**config.mk**
```make
export PLATFORM = sky130hd
export DESIGN_NAME = vram_arbiter
export DESIGN_NICKNAME = d
export VERILOG_FILES = /design/src/rtl/vram_arbiter.sv
export SDC_FILE = /design/constraint.sdc
export NUM_CORES = 1
export LEC_CHECK = 0
export CORE_ASPECT_RATIO = 0.5
export CORE_MARGIN = 8
export CORE_UTILIZATION = 28
export DETAILED_ROUTE_END_ITERATION = 10
export PLACE_DENSITY = 0.85
export SYNTH_ARGS = -nofsm -noshare
export SYNTH_HDL_FRONTEND = slang
export SYNTH_SLANG_ARGS = --single-unit
```
**constraint.sdc**
```tcl
create_clock -name clk -period 3.3 [get_ports clk]
set_input_delay 0.495 -clock clk [delete_from_list [all_inputs] [get_ports clk]]
set_output_delay 0.495 -clock clk [all_outputs]
set_load 0.02 [all_outputs]
```
**src/rtl/vram_arbiter.sv**
```systemverilog
// Arbitrates a shared video RAM between a CPU and a VPU DMA engine using a halt/hold handshake.
// Optional grant timeout with sticky error flag is enabled by defining VRAM_ARB_TIMEOUT_EN.
module vram_arbiter #(
    parameter int unsigned TIMEOUT = 1023
) (
    input  logic        clk,
    input  logic        rst,
    input  logic        hold,
    input  logic        vramcs,
    input  logic [15:0] VADDR,
    output logic [7:0]  VDATA,
    output logic        hlda,
    input  logic [15:0] cpu_addr,
    input  logic [7:0]  cpu_do,
    output logic [7:0]  cpu_di,
    input  logic        cpu_rw,
    input  logic        cpu_vma,
    input  logic        cpu_ba,
    output logic        cpu_halt,
    output logic [15:0] mem_addr,
    output logic [7:0]  mem_di,
    input  logic [7:0]  mem_do,
    output logic        mem_cs,
    output logic        mem_we,
    output logic        arb_err
);

    typedef enum logic [1:0] {
        S_IDLE     = 2'd0,
        S_HALT_REQ = 2'd1,
        S_GRANTED  = 2'd2,
        S_RELEASE  = 2'd3
    } state_e;

    state_e      state_q, state_d;
    logic        cpu_halt_q, cpu_halt_d;
    logic        hlda_q, hlda_d;
    logic [7:0]  vdata_q, vdata_d;
    logic        tmo_c;
    logic        block_c;

`ifdef VRAM_ARB_TIMEOUT_EN
    localparam int unsigned CNT_W = (TIMEOUT < 2) ? 1 : $clog2(TIMEOUT + 1);

    logic [CNT_W-1:0] cnt_q, cnt_d;
    logic             err_q, err_d;
    logic             blk_q, blk_d;

    // cnt_d is the number of granted cycles including the current one
    always_comb begin
        cnt_d = '0;
        if (state_q == S_GRANTED) begin
            cnt_d = cnt_q + CNT_W'(1);
        end
        tmo_c = (state_q == S_GRANTED) && (cnt_d == CNT_W'(TIMEOUT));
        err_d = err_q | tmo_c;
        blk_d = tmo_c | (blk_q & hold);
    end

    always_ff @(posedge clk) begin
        if (rst) begin
            cnt_q <= '0;
            err_q <= 1'b0;
            blk_q <= 1'b0;
        end else begin
            cnt_q <= cnt_d;
            err_q <= err_d;
            blk_q <= blk_d;
        end
    end

    assign block_c = blk_q;
    assign arb_err = err_q;
`else
    logic unused_timeout;

    assign unused_timeout = ^32'(TIMEOUT);
    assign tmo_c          = 1'b0;
    assign block_c        = 1'b0;
    assign arb_err        = 1'b0;
`endif

    always_ff @(posedge clk) begin
        if (rst) begin
            state_q    <= S_IDLE;
            cpu_halt_q <= 1'b0;
            hlda_q     <= 1'b0;
            vdata_q    <= 8'h00;
        end else begin
            state_q    <= state_d;
            cpu_halt_q <= cpu_halt_d;
            hlda_q     <= hlda_d;
            vdata_q    <= vdata_d;
        end
    end

    always_comb begin
        state_d = state_q;
        case (state_q)
            S_IDLE:     if (hold && !block_c) state_d = S_HALT_REQ;
            S_HALT_REQ: begin
                if (!hold) begin
                    state_d = S_IDLE;
                end else if (cpu_ba) begin
                    state_d = S_GRANTED;
                end
            end
            S_GRANTED:  if (!hold || tmo_c) state_d = S_RELEASE;
            S_RELEASE:  state_d = S_IDLE;
            default:    state_d = S_IDLE;
        endcase
    end

    // Halt stays up through the turnaround cycle; grant tracks GRANTED exactly
    always_comb begin
        cpu_halt_d = (state_d != S_IDLE);
        hlda_d     = (state_d == S_GRANTED);
        vdata_d    = vdata_q;
        if (state_q == S_GRANTED && vramcs) begin
            vdata_d = mem_do;
        end
        mem_addr = cpu_addr;
        mem_di   = cpu_do;
        mem_cs   = cpu_vma;
        mem_we   = cpu_vma & ~cpu_rw;
        case (state_q)
            S_GRANTED: begin
                mem_addr = VADDR;
                mem_cs   = vramcs;
                mem_we   = 1'b0;
            end
            S_RELEASE: begin
                mem_cs = 1'b0;
                mem_we = 1'b0;
            end
            default: ;
        endcase
    end

    assign cpu_halt = cpu_halt_q;
    assign hlda     = hlda_q;
    assign VDATA    = vdata_q;
    assign cpu_di   = mem_do;

endmodule

```
# [Yosys cells after proc, flatten, opt, wreduce, memory -nomap -nowiden]
# Cells that the tools add are included.
[word_totals] register_bits=12 in_bits=55 output_inout_bits=45 word_cells=22
[classes] n_eq_ne=4 mux=8 bitwise_logic=2 n_reduce_logical=4
[ops] cell="$mux W16" count=1
[ops] cell="$mux W2" count=4
[ops] cell="$pmux W2 S4" count=1
[ops] cell="$eq A2 B2 Y1 const B" count=3
[ops] cell="$eq A2 B1 Y1 const B" count=1
[ops] cell="$logic_not A2 Y1" count=1
[ops] cell="$pmux W1 S2" count=1
[ops] cell="$reduce_bool A2 Y1" count=1
[ops] cell="$reduce_or A2 Y1" count=1
[ops] cell="$and A1 B1 Y1" count=1
[ops] cell="$logic_and A1 B1 Y1" count=1
[ops] cell="$mux W1" count=1
[ops] cell="$not A1 Y1" count=1

# [Depth between registers and ports, before layout]
[logic_depth] word_depth=4 depth_mapped=5

# [Worst setup path after synthesis]
# OpenSTA, ideal clock, no wires.
[synth_timing] path_kind="register to output" start="reg state_q[1]" end="out mem_addr[10]" arrival_ns=1.138 setup_slack_ns=1.667 stages_incl_launch_ff=5 n_path_buf=2 path_cell_list="dfxtp_1 nor2b_4 buf_6 buf_12 mux2_4"
[synth_via] elab_chain_len=2
[synth_rtl] item="from (decl)" line_no="35" rtl="state_e state_q, state_d;"
[synth_rtl] item="from (signal assigned)" line_no="90" rtl="state_q <= state_d;"
[synth_rtl] item="$eq A2 B2 Y1" line_no="126" rtl="case (state_q)"
[synth_rtl] item="$mux W16" line_no="126"
[synth_rtl] item="to (decl)" line_no="20" rtl="output logic [15:0] mem_addr,"
# No other way between the ends.

# [Worst setup path after layout]
[layout_timing] start="reg state_q[1]" end="out mem_addr[5]"
# Same word-level chain as after synthesis.

==> out/results.tsv <==
metric	value	unit
numCtsBuffers	3	
max_freq	373	MHz
synth-simple-area-share	0.171	
postCtsSetupRepairBufs	0	
ys.flop_type	dfxtp_1	
clock_sinks	12	
critical_path.startpoint	state_q[1]	
rsz0062_at_grt	false	
end_kind	output port	
utilization	0.544	
grt_pass1_wl	4.15	mm
syn-cell-area	825	um^2
cp_max_fo	19	
relSlewSlack	0.609	
synthXorXnorAreaFrac	0	
clock_tree.root_cell	clkbuf_8	
synth_seq_cells	12	
synth_fa_ha_area_frac	0	
timing.rr.end	hlda	
dieArea	0.00504	mm^2
grt_pass1_vias	910	
route.detailed.drc	0	
fin_worst_skew	0.00148	ns
synth_area_leaders	dfxtp_1 (29%), buf_4 (15%), mux2_4 (15%)	
dieWidth	92.7	um
drive_above_1_share	0.135	
post_cts_resized	0	
fin_crit	2.68	ns
portBuffers	82	
wl	2.79	mm
antenna_found_initial	0	
synth_mux_area_frac	0.255	
synthArstFlopShare	0	
yosys.area.top_type	dfxtp_1	
clockBufferDepth	2	
worstSkewPairLatency	0.24	ns
power.static_leakage	0.000592	uW
wl_per_cell	14.3	um
synth-edff-count	0	
rr_worst_depth	3	
total_power	471	uW
syn2layout_area_growth	92.0	%
clockPowerShare	0.341	
ys_seq_area_frac	0.291	
final_nets	212	
gp_congestion	0.679	
num-fill-cells	262	
seqPwrFrac	0.321	
track_usage	0.105	
path_clk_slew	0.05	ns
ff2ff_setup_slack	1.91	ns
htreeDepth	1	
worstPathRequired	2.80	ns
hold_viol	0	
power.density	298	mW/mm^2
die_height	54.4	um
crit_type	reg2out	
synthDominantCellAreaShare	0.291	
ios	100	
place_hpwl	2.42	mm
drv_slew	0	
rows	14	
via_count	824	
tightest_slew	0.586	ns
syn_nets	146	
synth_compound_area_frac	0.0744	
ys_types	20	
status	finished, final reports clean	
via_per_inst	4.20	
antenna_left	0	
start_kind	flip-flop	
cp.arrival	2.19	ns
postSynthCellCount	91	
grt_remaining_overflow	0	
dr.pass1.iters	2	
cts_tree	yes	
cap_violations	0	
synth_top_family_by_area	multiplexers	
holdWs	0.455	ns
p_comb_frac	0.338	
fin_tns_setup	0	ns
swShare	0.247	
p_sw	116	uW
ir_worst_vdd	133	uV
r2r-start	state_q[1]	
start_util	0.284	
syn_avg_cell_area	9.06	um^2
setup_viol	0	
grt_max_degree	20	
hp-class	reg2reg	
internal-power	355	uW
finalCritPeriodShare	0.813	
crit_end	mem_addr[5]	
antenna_cells	0	
drt-initial-drc-count	13	
cts_hold_buf	0	
ys.warnings.count	0	
core_area	0.00291	mm^2
## cell families (layout without fill, tap and decap cells)
group	Yosys count	count (layout)
multiplexers	16	16
AO/OA/AOI/OAI	11	11
other	1	1
buffers and inverters	21	86
AND/OR/NAND/NOR	30	30
flip-flops	12	12
## layout make-up
type	instances	area, um^2	share of cell area
timing repair buffer	82	821	0.519
sequential	12	240	0.152
clock buffer	4	55.1	0.0348
tap	40	50.0	0.0316
multi-input combinational	58	417	0.263
## synth_stat cells (2+ instances only)
master and count:
a21oi_1 8, and3b_1 2, buf_4 17, dfxtp_1 12
mux2_2 8, mux2_4 8, nand2_1 18, nor2_1 6
## worst min path at each step
stage          startpoint  endpoint  slack (ns)  cells past startpoint
5_1_grt          VDATA[4]  VDATA[4]        0.49                      2
2_1_floorplan    VDATA[3]  VDATA[3]        0.53                      2
3_5_place_dp     VDATA[0]  VDATA[0]        0.45                      2
3_3_place_gp     VDATA[0]  VDATA[0]        0.44                      2
4_1_cts          VDATA[5]  VDATA[5]        0.46                      2
6_report         VDATA[5]  VDATA[5]        0.45                      2
## metal layers
metal / GRT usage / part of all wire / vias up
met5: 0 / 0 / -
met4: 0.0396 / 0.011 / 0
met3: 0.0479 / 0.083 / 4
met2: 0.218 / 0.56 / 38
met1: 0.0922 / 0.35 / 366
li1: - / - / 416
## flip-flops by register name, indices dropped and copies added (netlist names)
| signal | cells |
|---|---|
| VDATA | 8 |
| state_q | 2 |
| cpu_halt | 1 |
| hlda | 1 |
## worst max-delay path: stages (launching register included)
cell             delay, ns
dfxtp_1               0.43
nor2b_4               0.56
mux2_2                0.40
clkdlybuf4s50_1       0.55
## through the flow
stage,setup slack [ns],cells,instance area [um^2]
after floorplan,1.67,91,825
after global placement,0.827,192,1530
after detailed placement,0.768,192,1530
after CTS,0.593,196,1580
after global routing,0.520,196,1580
final,0.618,196,1580
## layout by cell type, fill, tap and decap left out, drive strengths merged
cell type      count
clkdlybuf4s50     82
nand2             18
mux2              16
dfxtp             12
a21oi              8
nor2               6
clkbuf             4
and3b              2
nor2b              2
nand2b             1
nand3b             1
a22oi              1
a31oi              1
o21bai             1
conb               1
## power by group through the flow
stage	clock network (uW)	registers, uW	logic, uW
after floorplan	0	156	81.2
after global placement	0	154	159
after detailed placement	0	154	161
after CTS	164	151	161
after global routing	171	151	169
final	160	151	159
(Power assumes the default switching activity.)
